==> config.mk <==
export PLATFORM = sky130hd
export DESIGN_NAME = sbox_result_uart_flat
export DESIGN_NICKNAME = d
export VERILOG_FILES = /design/src/rtl/sbox_result_uart_if.sv /design/src/rtl/sbox_result_uart.sv /design/src/flat_wrapper.sv
export SDC_FILE = /design/constraint.sdc
export NUM_CORES = 1
export LEC_CHECK = 0
export ABC_AREA = 1
export BUFFER_PORTS_ARGS = -buffer_cell sky130_fd_sc_hd__buf_2
export CORE_MARGIN = 2
export CORE_UTILIZATION = 61
export DETAILED_ROUTE_END_ITERATION = 10
export HOLD_SLACK_MARGIN = 0.12
export PLACE_DENSITY_LB_ADDON = 0.12
export SYNTH_ARGS = -nofsm -noshare
export SYNTH_HDL_FRONTEND = slang
export SYNTH_SLANG_ARGS = --single-unit
==> constraint.sdc <==
create_clock -name ICE_CLK -period 3.6 [get_ports ICE_CLK]
set_clock_uncertainty 0.2 [all_clocks]
set_input_delay 0 -clock ICE_CLK [delete_from_list [all_inputs] [get_ports ICE_CLK]]
set_output_delay 0 -clock ICE_CLK [all_outputs]
set_load 0.01 [all_outputs]
==> src/rtl/sbox_result_uart_if.sv <==
// Result-word bus between the S-box result register and the UART streamer.
interface sbox_result_uart_if;
  logic [31:0] word_in;
  logic        word_valid;
  logic        clr_overflow;
  logic        uart_tx;
  logic        busy;
  logic        fifo_full;
  logic        overflow;

  // Producer side: pushes words, observes TX line and status.
  modport master (
    output word_in, word_valid, clr_overflow,
    input  uart_tx, busy, fifo_full, overflow
  );

  // Streamer side.
  modport slave (
    input  word_in, word_valid, clr_overflow,
    output uart_tx, busy, fifo_full, overflow
  );
endinterface

==> src/rtl/sbox_result_uart.sv <==
// Buffers 32-bit S-box result words in a small FIFO and streams each one over
// an 8N1 UART as a five-byte frame: SYNC_BYTE followed by the word MSB first.
module sbox_result_uart #(
  parameter int          CLK_DIV   = 104,
  parameter int          FIFO_AW   = 2,
  parameter logic [7:0]  SYNC_BYTE = 8'hA5
) (
  input  logic                ICE_CLK,
  input  logic                resetn,
  sbox_result_uart_if.slave   bus
);

  localparam int          DEPTH  = 1 << FIFO_AW;
  localparam logic [15:0] DIV_M1 = 16'(CLK_DIV - 1);

  typedef enum logic [2:0] {IDLE, LOAD, START, DATA, STOP} state_t;

  // FIFO storage and bookkeeping
  logic [31:0]        mem_q [DEPTH];
  logic [FIFO_AW-1:0] wr_ptr_q, rd_ptr_q;
  logic [FIFO_AW:0]   count_q, count_d;
  logic               full_q, empty_q, ovf_q;
  logic               push, pop;

  // Transmitter state
  state_t      state_q;
  logic [15:0] cnt_q;
  logic [2:0]  bit_q;
  logic [2:0]  byte_q;
  logic [31:0] hold_q;
  logic [7:0]  sh_q;
  logic        tx_q;
  logic        busy_q;

  // The head is consumed only while in LOAD; a push into a full FIFO is still
  // accepted when that pop frees a slot on the same edge.
  assign pop  = (state_q == LOAD);
  assign push = bus.word_valid && (!full_q || pop);

  // Next occupancy; push and pop together leave it unchanged.
  always_comb begin
    count_d = count_q;
    if (push && !pop)      count_d = count_q + 1'b1;
    else if (!push && pop) count_d = count_q - 1'b1;
  end

  // FIFO data array; no reset needed since the pointers gate every read.
  always_ff @(posedge ICE_CLK) begin
    if (push) mem_q[wr_ptr_q] <= bus.word_in;
  end

  // Pointers, occupancy, registered full/empty flags and sticky overflow.
  always_ff @(posedge ICE_CLK or negedge resetn) begin
    if (!resetn) begin
      wr_ptr_q <= '0;
      rd_ptr_q <= '0;
      count_q  <= '0;
      full_q   <= 1'b0;
      empty_q  <= 1'b1;
      ovf_q    <= 1'b0;
    end else begin
      if (push) wr_ptr_q <= wr_ptr_q + 1'b1;
      if (pop)  rd_ptr_q <= rd_ptr_q + 1'b1;
      count_q <= count_d;
      full_q  <= (count_d == (FIFO_AW+1)'(DEPTH));
      empty_q <= (count_d == '0);
      // A dropped push wins over a simultaneous clear.
      if (bus.word_valid && !push) ovf_q <= 1'b1;
      else if (bus.clr_overflow)   ovf_q <= 1'b0;
    end
  end

  // Frame sequencer; the TX line and busy flag come straight from registers.
  always_ff @(posedge ICE_CLK or negedge resetn) begin
    if (!resetn) begin
      state_q <= IDLE;
      cnt_q   <= '0;
      bit_q   <= '0;
      byte_q  <= '0;
      hold_q  <= '0;
      sh_q    <= '0;
      tx_q    <= 1'b1;
      busy_q  <= 1'b0;
    end else begin
      case (state_q)
        IDLE: begin
          tx_q <= 1'b1;
          if (!empty_q) begin
            state_q <= LOAD;
            busy_q  <= 1'b1;
          end
        end
        LOAD: begin
          hold_q  <= mem_q[rd_ptr_q];
          byte_q  <= '0;
          sh_q    <= SYNC_BYTE;
          cnt_q   <= DIV_M1;
          tx_q    <= 1'b0;
          state_q <= START;
        end
        START: begin
          if (cnt_q == '0) begin
            tx_q    <= sh_q[0];
            sh_q    <= {1'b0, sh_q[7:1]};
            bit_q   <= '0;
            cnt_q   <= DIV_M1;
            state_q <= DATA;
          end else begin
            cnt_q <= cnt_q - 1'b1;
          end
        end
        DATA: begin
          if (cnt_q == '0) begin
            cnt_q <= DIV_M1;
            if (bit_q == 3'd7) begin
              tx_q    <= 1'b1;
              state_q <= STOP;
            end else begin
              tx_q  <= sh_q[0];
              sh_q  <= {1'b0, sh_q[7:1]};
              bit_q <= bit_q + 1'b1;
            end
          end else begin
            cnt_q <= cnt_q - 1'b1;
          end
        end
        STOP: begin
          if (cnt_q == '0) begin
            if (byte_q < 3'd4) begin
              // Next payload byte, MSB byte of the word first.
              case (byte_q)
                3'd0:    sh_q <= hold_q[31:24];
                3'd1:    sh_q <= hold_q[23:16];
                3'd2:    sh_q <= hold_q[15:8];
                default: sh_q <= hold_q[7:0];
              endcase
              byte_q  <= byte_q + 1'b1;
              cnt_q   <= DIV_M1;
              tx_q    <= 1'b0;
              state_q <= START;
            end else if (!empty_q) begin
              state_q <= LOAD;
            end else begin
              state_q <= IDLE;
              busy_q  <= 1'b0;
            end
          end else begin
            cnt_q <= cnt_q - 1'b1;
          end
        end
        default: begin
          state_q <= IDLE;
          tx_q    <= 1'b1;
          busy_q  <= 1'b0;
        end
      endcase
    end
  end

  assign bus.uart_tx   = tx_q;
  assign bus.busy      = busy_q;
  assign bus.fifo_full = full_q;
  assign bus.overflow  = ovf_q;

endmodule
==> src/flat_wrapper.sv <==
// flat-port wrapper written by rule: the top's interface ports become plain ports
module sbox_result_uart_flat 
#(
  parameter int          CLK_DIV   = 104,
  parameter int          FIFO_AW   = 2,
  parameter logic [7:0]  SYNC_BYTE = 8'hA5
)
  (ICE_CLK, resetn, bus_word_in, bus_word_valid, bus_clr_overflow, bus_uart_tx, bus_busy, bus_fifo_full, bus_overflow);
  sbox_result_uart_if bus_i ();
  input  logic ICE_CLK;
  input  logic resetn;
  input wire logic [$bits(bus_i.word_in)-1:0] bus_word_in;
  input wire logic [$bits(bus_i.word_valid)-1:0] bus_word_valid;
  input wire logic [$bits(bus_i.clr_overflow)-1:0] bus_clr_overflow;
  output wire logic [$bits(bus_i.uart_tx)-1:0] bus_uart_tx;
  output wire logic [$bits(bus_i.busy)-1:0] bus_busy;
  output wire logic [$bits(bus_i.fifo_full)-1:0] bus_fifo_full;
  output wire logic [$bits(bus_i.overflow)-1:0] bus_overflow;
  assign bus_i.word_in = bus_word_in;
  assign bus_i.word_valid = bus_word_valid;
  assign bus_i.clr_overflow = bus_clr_overflow;
  assign bus_uart_tx = bus_i.uart_tx;
  assign bus_busy = bus_i.busy;
  assign bus_fifo_full = bus_i.fifo_full;
  assign bus_overflow = bus_i.overflow;
  sbox_result_uart #(.CLK_DIV(CLK_DIV), .FIFO_AW(FIFO_AW), .SYNC_BYTE(SYNC_BYTE)) u_core (.ICE_CLK(ICE_CLK), .resetn(resetn), .bus(bus_i));
endmodule
* After elaboration in Yosys (flattened, before gate mapping) *
Memories as Yosys holds them, arrays and structs flattened. A register that Yosys moved wholly into a read port is not among the register bits.
Index checks and enable logic that the tools add are counted.

storage, ports and cells
  flip-flop bits (word level) = 45
  RAM bits = 128
  output and inout port bits = 4
  memories kept = 1

memory list
  name          words  width  rd ports  clocked after memory_dff  wr ports  RTL line                source
  u_core.mem_q  4      32     1         1                         1         sbox_result_uart.sv:19  logic [31:0] mem_q [DEPTH];

operators by class
  $add $sub $neg = 7
  magnitude comparators = 1
  equality and inequality tests = 18
  multiplexer cells = 43
  bitwise gates (word level) = 1
  reduce and logical (&&, ||, !) cells = 27

operator list
  kind                     number
  $mux W16                 3
  $pmux W16 S3             1
  $mux W8                  5
  $mux W3                  13
  $pmux W8 S4              1
  $pmux W8 S3              1
  $logic_not A16 Y1        1
  $sub A16 B1 Y16 const B  1
  $pmux W3 S5              1
  $mux W1                  14
  $ne A2 B1 Y1 const B     6
  $pmux W3 S2              2
  $reduce_and A5 Y1        2
  $add A3 B1 Y3 const B    3
  $eq A3 B2 Y1 const B     3
  $eq A3 B3 Y1 const B     3
  $logic_not A3 Y1         3
  $reduce_and A4 Y1        2
  $eq A3 B1 Y1 const B     2
  $ne A2 B2 Y1 const B     3
  $reduce_and A6 Y1        1
  $reduce_bool A2 Y1       3
  $add A2 B1 Y2 const B    2
  $logic_and A1 B1 Y1      4
  14 further kinds         17

* Depth between registers and ports, before layout *
Gate-level depths: netlist (run 1).

  depth after elaboration = 8
  gate-level depth with buffers = 11
  mapped depth without buffers = 10

* Worst setup path before layout (run 1) *
Ideal clock, no wire load.

  path kind = flip-flop to flip-flop
  from = register u_core.state_q[2]
  to = memory u_core.mem_q[0][0], enable pin
  data arrival time = 2.249 ns
  slack = 0.730 ns
  stages on the path, launching flop included = 6
  buffers on the path = 0
  period minus slack after synthesis = 2.870 ns
  cell sequence = dfrtp_1 > inv_2 > nand3_2 > inv_2 > o21ai_2 > nor2_1

on the way
  cells in the longest elaborated chain, start to end = 5

ends and longest elaborated chain
  element                        RTL line                source
  from (decl)                    sbox_result_uart.sv:26  state_t state_q;
  from (signal assigned)         sbox_result_uart.sv:76  state_q <= IDLE;
  from (signal assigned)         sbox_result_uart.sv:89  state_q <= LOAD;
  from (signal assigned)         sbox_result_uart.sv:99  state_q <= START;
  $eq A3 B1 Y1                   sbox_result_uart.sv:37  assign pop = (state_q == LOAD);
  $logic_or A1 B1 Y1             sbox_result_uart.sv:38  assign push = bus.word_valid && (!full_q || pop);
  $logic_and A1 B1 Y1            sbox_result_uart.sv:38
  $mux W1                        sbox_result_uart.sv:49  if (push) mem_q[wr_ptr_q] <= bus.word_in;
  $mux W1 (not written as such)  sbox_result_uart.sv:49
  to (decl)                      sbox_result_uart.sv:19

No other way between the ends.

* Worst setup path in the final report (run 1) *
  from = register u_core.state_q[2]
  to = register u_core.ovf_q (netlist: u_core.bus.overflow)

on the way
  cells in the longest elaborated chain, start to end = 6

ends and longest elaborated chain
  element                                               RTL line                source
  $eq A3 B1 Y1 *                                        sbox_result_uart.sv:37
  $logic_or A1 B1 Y1 *                                  sbox_result_uart.sv:38
  $logic_and A1 B1 Y1 *                                 sbox_result_uart.sv:38
  $logic_not A1 Y1 *                                    sbox_result_uart.sv:68  if (bus.word_valid && !push) ovf_q <= 1'b1;
  $logic_and A1 B1 Y1 *                                 sbox_result_uart.sv:68
  $mux W1 / $reduce_bool A2 Y1 (equally long branches)  -
  to (signal assigned)                                  sbox_result_uart.sv:60  ovf_q <= 1'b0;
  to (signal assigned)                                  sbox_result_uart.sv:68
  to (signal assigned)                                  sbox_result_uart.sv:69  else if (bus.clr_overflow) ovf_q <= 1'b0;
  to (decl)                                             sbox_result_uart.sv:22  logic full_q, empty_q, ovf_q;

Every way passes the cells marked *; elsewhere a longest branch is shown, timed or not.
A chain may end at the register's enable or synchronous reset.

==> results.md, run 1 <==
- Setup TNS Final: 0 ns
- Initial antenna violation count: 0
- Flop pwr share: around 52%
- Clk slew on worst S/H paths: approximately 0.060 ns
- HP Class: flip-flop to flip-flop
- Port bufs: 39
- Vias in the first global route: ~6,700
- Max Cap Viol: 0
- Final hold violations: 0
- Slew HR: a little under three fifths
- Starting Density: approximately three fifths
- Finished Cell Area: between 0.01 and 0.015 mm2
- Layout Nets: a little over 1,000
- Syn_nets: ~920
- Fillers: 998
- Worst Setup End Kind: flip-flop
- Crit path required time: 3.78 ns
- Most frequent cells in the layout: nand2_1 (201), nor2_1 (143), edfxtp_1 (128)
- Critical path startpoint category: flip-flop
- Unrepaired setup endpoints after global routing: false
- Wirelength, routed: between 15,000 and 20,000 um
- Leak: ~4.4 nW
- Sequential Area: approximately 0.0058 mm2
- Die height: about 130 um
- Core box area: approximately 0.014 mm2
- Remaining DRCs: 0
- Worst-Margin Slew: between 0.6 and 0.7 ns
- Syn Area/Cell: 10.32 um2
- Number of synthesized register bits: 205
- All-Layer GR Usage: ~25%
- Initial DRC count: 388
- First-pass GRT wire length: 31,990 um
- P_int: ~4.3 mW
- Netlist area before placement: 0.008937 mm2
- Top post-synthesis cells by area: edfxtp_1 (43%), dfrtp_1 (21%), nand2_1 (8.4%)
- Vias: around 6,500
- Crit path kind: flip-flop to flip-flop
- ANT cells: 0
- CTS Buf Count: 21
- # IOs: 40
- Number of synthesis warnings: 0
- Met2 wire length: roughly 9400 um
- Sw power: ~1.3 mW
- Multi-input gate area: 0.002778 mm2
- Fmax: ~0.37 GHz
- Clock power frac: 37.2%
- Row count: between 40 and 50
- Yosys top cell area share: a little over two fifths
- Crit path arrival time: approximately 2.9 ns
- Dpl cell area: 0.009281 mm2
- DR pass1 iterations: 4
- CP max FO: 48
- CTS tree: built
- Vias per inst: around 5.6
- Post-synthesis sequential area ratio: between 60% and 70%
- Antenna-violating nets left: 0
- Synth area leader: edfxtp_1
- Syn-to-layout area delta: 19.38%
- Switching Fraction: about a quarter
- Top layer in use: met4
- Final slew viol count: 0
- Metal3 WL: 853 um
- Overall Power: ~5.6 mW
- Pwr Density: between 500 and 600 mW/mm2
- Final setup viols: 0
- Mapped Cells: about 870
- Peak supply drop: between 0.4 and 0.5 mV
- GPL Wtd Cong: about 0.83
- Die W: between 100 and 150 um
- H-tree levels: 1
- Tcrit/Tclk final: 74.83%
- Fin crit period: between 2 and 3 ns
- Root Buffer: clkbuf_16
- Status: complete, no violations
- Maximum clock path buffer count: 3
- Clock Sinks: 205
- Clk_lat worst skew: around 0.5 ns
- WL per Instance: between 15 and 20 um
- Post-Route M1 WL: just over 8000 um
- Largest net degree at the start of global routing: 76
- DIE AREA: roughly 0.016 mm2
- Comb pwr share: a little over a tenth
- Share of cells above drive strength 1: approximately an eighth
- Overflow left after global routing: 0
- Hpwl dp: roughly 11,000 um
- Commonest non-fill, non-tap cell in the layout: nand2_1
- Synth cell types: 35
==> repair_timing <==
item,in CTS,in global routing
hold buffers,71,0
buffers inserted,0,0
gates resized for setup,0,0
endpoints found under the hold margin,214,0
==> cell usage after synthesis <==
cell type  number
ha_1           13
nand3_2         3
buf_6           1
dfrtp_1        75
nor2_2          2
a21oi_1         7
dfstp_2         2
inv_2           5
xor2_1          5
clkbuf_1       21
o21ai_4         1
nand2_2         4
o21ai_0        61
nand4_1        16
o22ai_1         1
nand2_4         1
or2_2           2
o21ai_2        11
clkinv_1        1
o21a_1          1
inv_1          57
buf_1           1
nor2_8          1
o21ai_1         6
nor3_1          1
o21bai_1        3
nor2_1        147
o32ai_1        33
buf_2          12
nor2_4          2
nand2_1       201
edfxtp_1      128
inv_4           1
xnor2_1         2
nand3_1        38
==> power by group through the flow <==
stage	clock [mW]	sequential, mW	combinational (mW)
after CTS	2.10	2.91	0.599
final	2.07	2.92	0.588
after global placement	0	2.95	0.511
after floorplan	0	2.95	0.315
after detailed placement	0	2.96	0.532
after global routing	2.20	2.94	0.661
==> final timing paths <==
path                                     from             endpoint  slack (ns)  depth (start not counted)
setup / recovery            u_core.state_q[2]  u_core.bus.overflow        0.91                          6
hold / removal             u_core.bus.uart_tx   u_core.bus.uart_tx        0.27                          2
setup reg to reg            u_core.state_q[2]  u_core.bus.overflow        0.91                          6
hold reg to reg            u_core.bus.uart_tx   u_core.bus.uart_tx        0.27                          2
max in group asynchronous              resetn      u_core.bit_q[2]        2.44                          4
min in group asynchronous              resetn       u_core.empty_q        0.39                          3
==> cell families (layout without fill, tap and decap cells) <==
kind of cell               count (synthesis)  in the layout  share of synthesized area (%)
AOI/OAI and AO/OA                        124            124                          9.044
xor gates and xnor gates                   7              7                         0.6860
adders and majority gates                 13             13                          1.820
buffers and inverters                     99            220                          4.438
DFF                                      205            205                          64.59
and+or+nand+nor                          418            418                          19.42
==> area by class of cell <==
class	count	share of cell area, %
inverters	64	2.275
well taps	184	2.158
clock buffers	31	5.559
clock inverters	7	0.6216
multi-input cells	562	26.03
repair buffers	118	9.241
flip-flops and latches	205	54.11
==> flip-flops by register name, summed over array words and instances, names as in the netlist, 2 cells and up <==
signal           cells
u_core.bit_q         3
u_core.byte_q        3
u_core.cnt_q        16
u_core.count_q       3
u_core.hold_q       32
u_core.mem_q       128
u_core.rd_ptr_q      2
u_core.sh_q          8
u_core.state_q       3
u_core.wr_ptr_q      2
==> critical path, stage by stage, from the launching register on <==
cell and delay (ns):
dfrtp_1 0.45, inv_2 0.13, nand3_2 0.48, inv_2 0.21, buf_4 0.41, o32ai_1 0.12, dlygate4sd3_1 0.57
==> layer usage <==
| metal | up-vias | global-route usage, % |
|---|---|---|
| met2 | 165 | 43.48 |
| met5 | - | 0 |
| met3 | 55 | 4.536 |
| met1 | 3135 | 32.02 |
| li1 | 3160 | - |
| met4 | 0 | 9.869 |
==> per-stage QoR <==
stage / setup WS, ns / hold slack [ns] / utilization (%) / instances
after floorplan: 0.7300 / -0.4956 / - / 866
after global placement: 1.140 / 0.0001923 / 64.35 / 1062
after detailed placement: 0.9654 / 0.003643 / 64.35 / 1062
after CTS: 0.8861 / 0.2400 / 73.97 / 1171
after global routing: 0.7119 / 0.2969 / 73.97 / 1171
final: 0.9063 / 0.2695 / 73.97 / 1171
Note: power is estimated with default switching activity, not from simulation.
==> inputs of run 2 (changes only) <==
--- a/config.mk
+++ b/config.mk
@@ -5,10 +5,10 @@
 export SDC_FILE = /design/constraint.sdc
 export NUM_CORES = 1
 export LEC_CHECK = 0
-export ABC_AREA = 1
+export ABC_AREA = 0
 export BUFFER_PORTS_ARGS = -buffer_cell sky130_fd_sc_hd__buf_2
 export CORE_MARGIN = 2
-export CORE_UTILIZATION = 61
+export CORE_UTILIZATION = 55
 export DETAILED_ROUTE_END_ITERATION = 10
 export HOLD_SLACK_MARGIN = 0.12
 export PLACE_DENSITY_LB_ADDON = 0.12
==> constraint.sdc (replaced) <==
create_clock -name ICE_CLK -period 2.3 [get_ports ICE_CLK]
set_clock_uncertainty 0.2 [all_clocks]
set_input_delay 0 -clock ICE_CLK [delete_from_list [all_inputs] [get_ports ICE_CLK]]
set_output_delay 0 -clock ICE_CLK [all_outputs]
set_load 0.01 [all_outputs]
==> run 2 against run 1 <==
  * Via count is 14% lower
  * Clock-buffer cell count is 1 lower
  * Cell area is 2.6% higher
  * Clock power is 59% higher
  * Sequential power is 84% higher
  * Sequential cell count stayed put
  * Register-to-register slack worse by 0.83 ns
  * Critical endpoint is now u_core.sh_q[5]
  * Largest power group unchanged
==> results.md, run 2 <==
- H-tree levels: 1 (unchanged)
- Status: complete, no violations
- Tcrit/Tclk final: 96.60% (+22 points)
- Syn_nets: 664 (-27%)
- Initial antenna violation count: 0 (unchanged)
- Die W: 128.8 um (+3.0%)
- Remaining DRCs: 0 (unchanged)
- Syn-to-layout area delta: 27.81%
- Overflow left after global routing: 0 (unchanged)
- Commonest cells post-synth: nand2_1 (131), edfxtp_1 (128), dfrtp_1 (75)
- Peak supply drop: 0.7640 mV (+63%)
- Unrepaired setup endpoints after global routing: true
- CP max FO: 8 (-83%)
- Vias: 5,614 (-14%)
- Largest register FFs: 128 (unchanged)
- CP peak stage delay: 0.42 ns (-0.15 ns)
- Vias per inst: 5.717 (+2.8%)
- Most frequent cells in the layout: nand2_1 (130), edfxtp_1 (128), dfrtp_1 (74)
- Clock Sinks: 205 (unchanged)
- DR pass1 iterations: 7 (+3)
- Share of cells above drive strength 1: 25.94% (+14 points)
- Maximum clock path buffer count: 3 (unchanged)
- Mapped Cells: 615 (-29%)
- Synth Flop Type: edfxtp_1
- Final hold violations: 0 (unchanged)
- Hpwl dp: 11,370 um (+3.7%)
- Number of synthesized register bits: 205 (unchanged)
- GPL Wtd Cong: 0.8213 (-0.64%)
- Wirelength, routed: 17,950 um (-5.8%)
- Vias in the first global route: 5,748 (-14%)
- Row count: 45 (+2.3%)
- Starting Density: 56.35% (-5.6 points)
- Count leader, synth: nand2_1
- Crit path max-delay cell type: dfrtp_1
- All-Layer GR Usage: 22.80% (-2.4 points)
- Leak: 4.370 nW (-0.31%)
- Antenna-violating nets left: 0 (unchanged)
- Synth cell types: 56 (+60%)
- Overall Power: 11.91 mW (+110%)
- Initial DRC count: 348 (-10%)
- First-pass GRT wire length: 29,390 um (-8.1%)
- Core box area: 0.01520 mm2 (+5.4%)
- Syn Area/Cell: 13.93 um2 (+35%)
- Pwr Density: 1088 mW/mm2 (+110%)
- Max Cap Viol: 0 (unchanged)
- Die height: 128.8 um (+3.0%)
- Asr flop ratio synth: 37.56% (unchanged)
- WL per Instance: 18.28 um (+12%)
- Critical path startpoint category: flip-flop
- DIE AREA: 0.01659 mm2 (+6.1%)
- Biggest register: u_core.mem_q
- HP Class: input port to flip-flop
- Worst-Margin Slew: 0.5571 ns (-0.09171 ns)
- Clk_lat worst skew: 0.51 ns (about the same)
- Final setup viols: 0 (unchanged)
- ANT cells: 0 (unchanged)
- Worst Setup End Kind: flip-flop
- Netlist area before placement: 0.008566 mm2 (-4.2%)
- Post-synth EDFFs: 128 (unchanged)
- Slew HR: 62.86% (+6.1 points)
- # IOs: 40 (unchanged)
- Post-synthesis sequential area ratio: 67.40% (+2.8 points)
- Port bufs: 39 (unchanged)
- Dpl cell area: 0.009449 mm2 (+1.8%)
- Fin crit period: 2.222 ns (-0.4719 ns)
- Critical-path cell list: inv_1 -> ha_2 -> nor3b_4 -> and4_4 -> nor2_2 -> a211oi_4 -> buf_12 -> mux2_2
- CTS tree: built
- Top post-synthesis cells by area: edfxtp_1 (45%), dfrtp_1 (22%), mux4_2 (8.4%)
- Fmax: 0.4501 GHz (+21%)
- Crit path arrival time: 2.40 ns (-0.47 ns)
- Layout Nets: 827 (-19%)
- Yosys top cell area share: 44.87% (+1.9 points)
- Largest net degree at the start of global routing: 41 (-46%)
- Synth area leader: edfxtp_1
- Largest regs: u_core.mem_q: 128 flops, u_core.hold_q: 32 flops, u_core.cnt_q: 16 flops
- CTS Buf Count: 22 (+4.8%)
- Number of synthesis warnings: 0 (unchanged)
- Final slew viol count: 0 (unchanged)
- Commonest non-fill, non-tap cell in the layout: nand2_1
- Root Buffer: clkbuf_16
- Crit path kind: flip-flop to flip-flop
- Crit path required time: 2.48 ns (-1.30 ns)
- Clk slew on worst S/H paths: 0.06 ns (about the same)
- Finished Cell Area: 0.01095 mm2 (+2.6%)
## run 2: critical path: cells and delay by family, from the launching register on
family | cells | cell delay (ns)
buffers and inverters | 2 | 0.25
DFF | 1 | 0.42
and+or+nand+nor | 3 | 0.50
AOI/OAI and AO/OA | 1 | 0.23
muxes | 1 | 0.34
adders and majority gates | 1 | 0.17
## run 2: metrics by stage
stage          utilization, %  cells  setup TNS (ns)  worst slack, ns  hold WS (ns)
3_3_place_gp            62.16    867               0          0.09139       -0.1937
3_5_place_dp            62.16    867               0          0.01039       -0.1814
2_1_floorplan               -    615        -0.06012        -0.007515       -0.4956
6_report                72.02    982               0          0.07815        0.2397
5_1_grt                 72.02    982        -0.06712         -0.05795        0.2569
4_1_cts                 71.38    977               0        0.0004836        0.1939
## run 2: where the power goes
| group | internal [mW] | switching, mW |
|---|---|---|
| Combinational | 1.63 | 1.61 |
| Clock | 1.91 | 1.38 |
| Sequential | 4.90 | 0.481 |
| Total | 8.43 | 3.48 |
## run 2: final timing paths
check | start | to | slack [ns] | cells past startpoint
worst max-delay path | u_core.cnt_q[0] | u_core.sh_q[5] | 0.08 | 8
worst min-delay path | bus_word_valid | u_core.bus.overflow | 0.24 | 4
worst max register to register | u_core.cnt_q[0] | u_core.sh_q[5] | 0.08 | 8
min in group asynchronous | resetn | u_core.sh_q[3] | 0.38 | 4
worst min register to register | u_core.hold_q[23] | u_core.hold_q[23] | 0.28 | 2
max in group asynchronous | resetn | u_core.bus.uart_tx | 1.25 | 4
## run 2: cells by family after synthesis
| logic type | share of synthesized area (%) |
|---|---|
| mux | 9.831 |
| flops | 67.40 |
| simple gates | 12.27 |
| compound gates | 6.165 |
| fa+ha+maj | 1.899 |
| xor+xnor | 0.5112 |
| buf+inv | 1.928 |
## run 2: cell type report
class                   instances  area (um2)
clock buffers                  30       580.6
clock inverters                10       105.1
fillers                      1019        4254
inverters                      10       37.54
multi-input cells             368        2716
flip-flops and latches        205        5774
well taps                     188       235.2
repair buffers                171        1499
## run 2: timing repair
item                       4_1_cts  5_1_grt
pin swaps                        0        4
setup endpoints to repair        1       19
setup buffers                    0        5
hold buffers                    70        0
gates resized for setup          1       18
hold endpoints to repair       216        0
## run 2: routing by layer
| metal | GRT usage, % | wire length (um) |
|---|---|---|
| met1 | 30.27 | 7702 |
| met2 | 40.15 | 9280 |
| met3 | 3.493 | 615 |
| met4 | 5.307 | 356 |
| met5 | 0 | 0 |
==> inputs of run 3 (changes only) <==
--- a/config.mk
+++ b/config.mk
@@ -12,6 +12,7 @@
 export DETAILED_ROUTE_END_ITERATION = 10
 export HOLD_SLACK_MARGIN = 0.12
 export PLACE_DENSITY_LB_ADDON = 0.12
+export RECOVER_POWER = 50
 export SYNTH_ARGS = -nofsm -noshare
 export SYNTH_HDL_FRONTEND = slang
 export SYNTH_SLANG_ARGS = --single-unit
==> run 3 against run 2 <==
  * Cell area down 0.35%
  * Total power about the same
  * Clock power about the same
  * Via count about the same
  * Clock-buffer cell count unchanged
  * Critical path type unchanged
  * Sequential cell count unchanged
  * Global-route usage unchanged
  * Worst setup slack worse by 0.010 ns
==> results.md, run 3 (same netlist as run 2, synthesis figures left out) <==
- Status: complete, no violations
- DR pass1 iterations: 6 (-1)
- DIE AREA: 0.01659 mm2 (unchanged)
- Vias in the first global route: 5,748 (unchanged)
- Maximum clock path buffer count: 3 (unchanged)
- Root Buffer: clkbuf_16
- Final hold violations: 0 (unchanged)
- Overflow left after global routing: 0 (unchanged)
- Layout Nets: 827 (unchanged)
- WL per Instance: 18.30 um (about the same)
- Final slew viol count: 0 (unchanged)
- Initial antenna violation count: 0 (unchanged)
- Worst-Margin Slew: 1.263 ns (+0.7054 ns)
- Starting Density: 56.35% (unchanged)
- Remaining DRCs: 0 (unchanged)
- Max Cap Viol: 0 (unchanged)
- Largest register FFs: 128 (unchanged)
- CP max FO: 7 (-1)
- All-Layer GR Usage: 22.80% (unchanged)
- Antenna-violating nets left: 0 (unchanged)
- Pwr Density: 1091 mW/mm2 (+0.30%)
- Largest regs: u_core.mem_q: 128 flops, u_core.hold_q: 32 flops, u_core.cnt_q: 16 flops
- Clk_lat worst skew: 0.51 ns (about the same)
- CP peak stage delay: 0.43 ns (about the same)
- Initial DRC count: 360 (+3.4%)
- Leak: 4.349 nW (-0.47%)
- CP most frequent cell: buf_4
- Fin crit period: 2.232 ns (+0.01015 ns)
- Crit path arrival time: 2.42 ns (+0.02 ns)
- Largest net degree at the start of global routing: 41 (unchanged)
- Unrepaired setup endpoints after global routing: true
- Commonest non-fill, non-tap cell in the layout: nand2_1
- # IOs: 40 (unchanged)
- Crit path kind: flip-flop to flip-flop
- Row count: 45 (unchanged)
- Final Util: 71.76% (-0.26 points)
- ANT cells: 0 (unchanged)
- Tcrit/Tclk final: 97.04% (+0.44 points)
- Final setup viols: 0 (unchanged)
- Die W: 128.8 um (unchanged)
- Fmax: 0.4480 GHz (-0.45%)
- Peak supply drop: 0.7638 mV (about the same)
- Share of cells above drive strength 1: 25.57% (-0.38 points)
- Critical-path cell list: buf_4 -> ha_1 -> buf_4 -> a222oi_1 -> nor3_1 -> a21oi_1 -> nand2_1 -> mux2_2
- Post-route insts no fill: 982 (unchanged)
- First-pass GRT wire length: 29,390 um (unchanged)
- Most frequent cells in the layout: nand2_1 (130), edfxtp_1 (128), dfrtp_1 (74)
- Clk slew on worst S/H paths: 0.06 ns (about the same)
- Clock Sinks: 205 (unchanged)
- Syn-to-layout area delta: 27.36%
- Crit path required time: 2.49 ns (about the same)
- Critical path startpoint category: flip-flop
- CTS tree: built
- Crit path max-delay cell type: dfrtp_1
- Fillers: 1,023 (+0.39%)
- Placed Cells: 867 (unchanged)
- HP Class: input port to flip-flop
- Vias: 5,618 (+0.071%)
- Wirelength, routed: 17,970 um (about the same)
- Vias per inst: 5.721 (about the same)
- Worst Setup End Kind: flip-flop
- Slew HR: 15.83% (-47 points)
- GPL Wtd Cong: 0.8213 (unchanged)
- Port bufs: 39 (unchanged)
- Core box area: 0.01520 mm2 (unchanged)
- CTS Buf Count: 22 (unchanged)
- Hpwl dp: 11,370 um (unchanged)
- H-tree levels: 1 (unchanged)
- Die height: 128.8 um (unchanged)
- Biggest register: u_core.mem_q
run 3: changes by cell type in the layout (fill, tap and decap cells not counted), sizes merged:
cell,change
buf,-4
clkbuf,+4
run 3: path summary, 6_finish.rpt:
check | depth (start not counted) | slack [ns] | startpoint | end
hold / removal | 4 | 0.24 | bus_word_valid | u_core.count_q[1]
max in group asynchronous | 4 | 0.33 | resetn | u_core.hold_q[5]
hold reg to reg | 2 | 0.28 | u_core.hold_q[23] | u_core.hold_q[23]
min in group asynchronous | 4 | 0.60 | resetn | u_core.cnt_q[13]
setup / recovery | 8 | 0.07 | u_core.byte_q[1] | u_core.sh_q[6]
setup reg to reg | 8 | 0.07 | u_core.byte_q[1] | u_core.sh_q[6]
run 3: what timing repair did:
action | 4_1_cts | 5_1_grt
endpoints found under the setup margin | 1 | 19
hold buffers | 70 | 0
buffers inserted | 0 | 5
endpoints found under the hold margin | 216 | 0
pin swaps | 0 | 4
resized for setup | 1 | 18
run 3: metal layers:
| layer | GRT usage (%) | routed length (um) | vias up |
|---|---|---|---|
| met5 | 0 | 0 | - |
| met4 | 5.307 | 331 | 0 |
| met3 | 3.493 | 580 | 30 |
| met2 | 40.15 | 9302 | 100 |
| met1 | 30.27 | 7751 | 2865 |
| li1 | - | - | 2623 |
run 3: power breakdown:
group | total [mW] | switching [mW] | internal, mW
Combinational | 3.23 | 1.61 | 1.62
Clock | 3.29 | 1.39 | 1.91
Sequential | 5.38 | 0.482 | 4.90
Total | 11.9 | 3.48 | 8.43
run 3: critical path, delay by kind of cell (launching register included):
family	cells	cell delay (ns)
AOI/OAI and AO/OA	2	0.50
DFF	1	0.43
buffers and inverters	2	0.33
muxes	1	0.26
adders and majority gates	1	0.21
and+or+nand+nor	2	0.18
run 3: layout make-up:
type                       instances  area (um2)  area share [%]
clock buffer                      30       580.6           5.322
clock inverter                    10       105.1          0.9634
inverter                          10       37.54          0.3441
multi-input combinational        368        2716           24.90
sequential                       205        5774           52.93
tap                              188       235.2           2.156
timing repair buffer             171        1460           13.38
run 3: through the flow:
stage | TNS [ns] | instance area (um2) | hold slack [ns] | total power, mW | worst slack [ns]
CTS | 0 | 10850 | 0.1939 | 11.94 | 0.0004836
finish | 0 | 10910 | 0.2402 | 11.90 | 0.06800
detailed placement | 0 | 9449 | -0.1814 | 8.513 | 0.01039
global placement | 0 | 9449 | -0.1937 | 8.396 | 0.09139
floorplan | -0.06012 | 8584 | -0.4956 | 7.316 | -0.007515
global route | -0.06712 | 10910 | 0.2569 | 12.56 | -0.05795
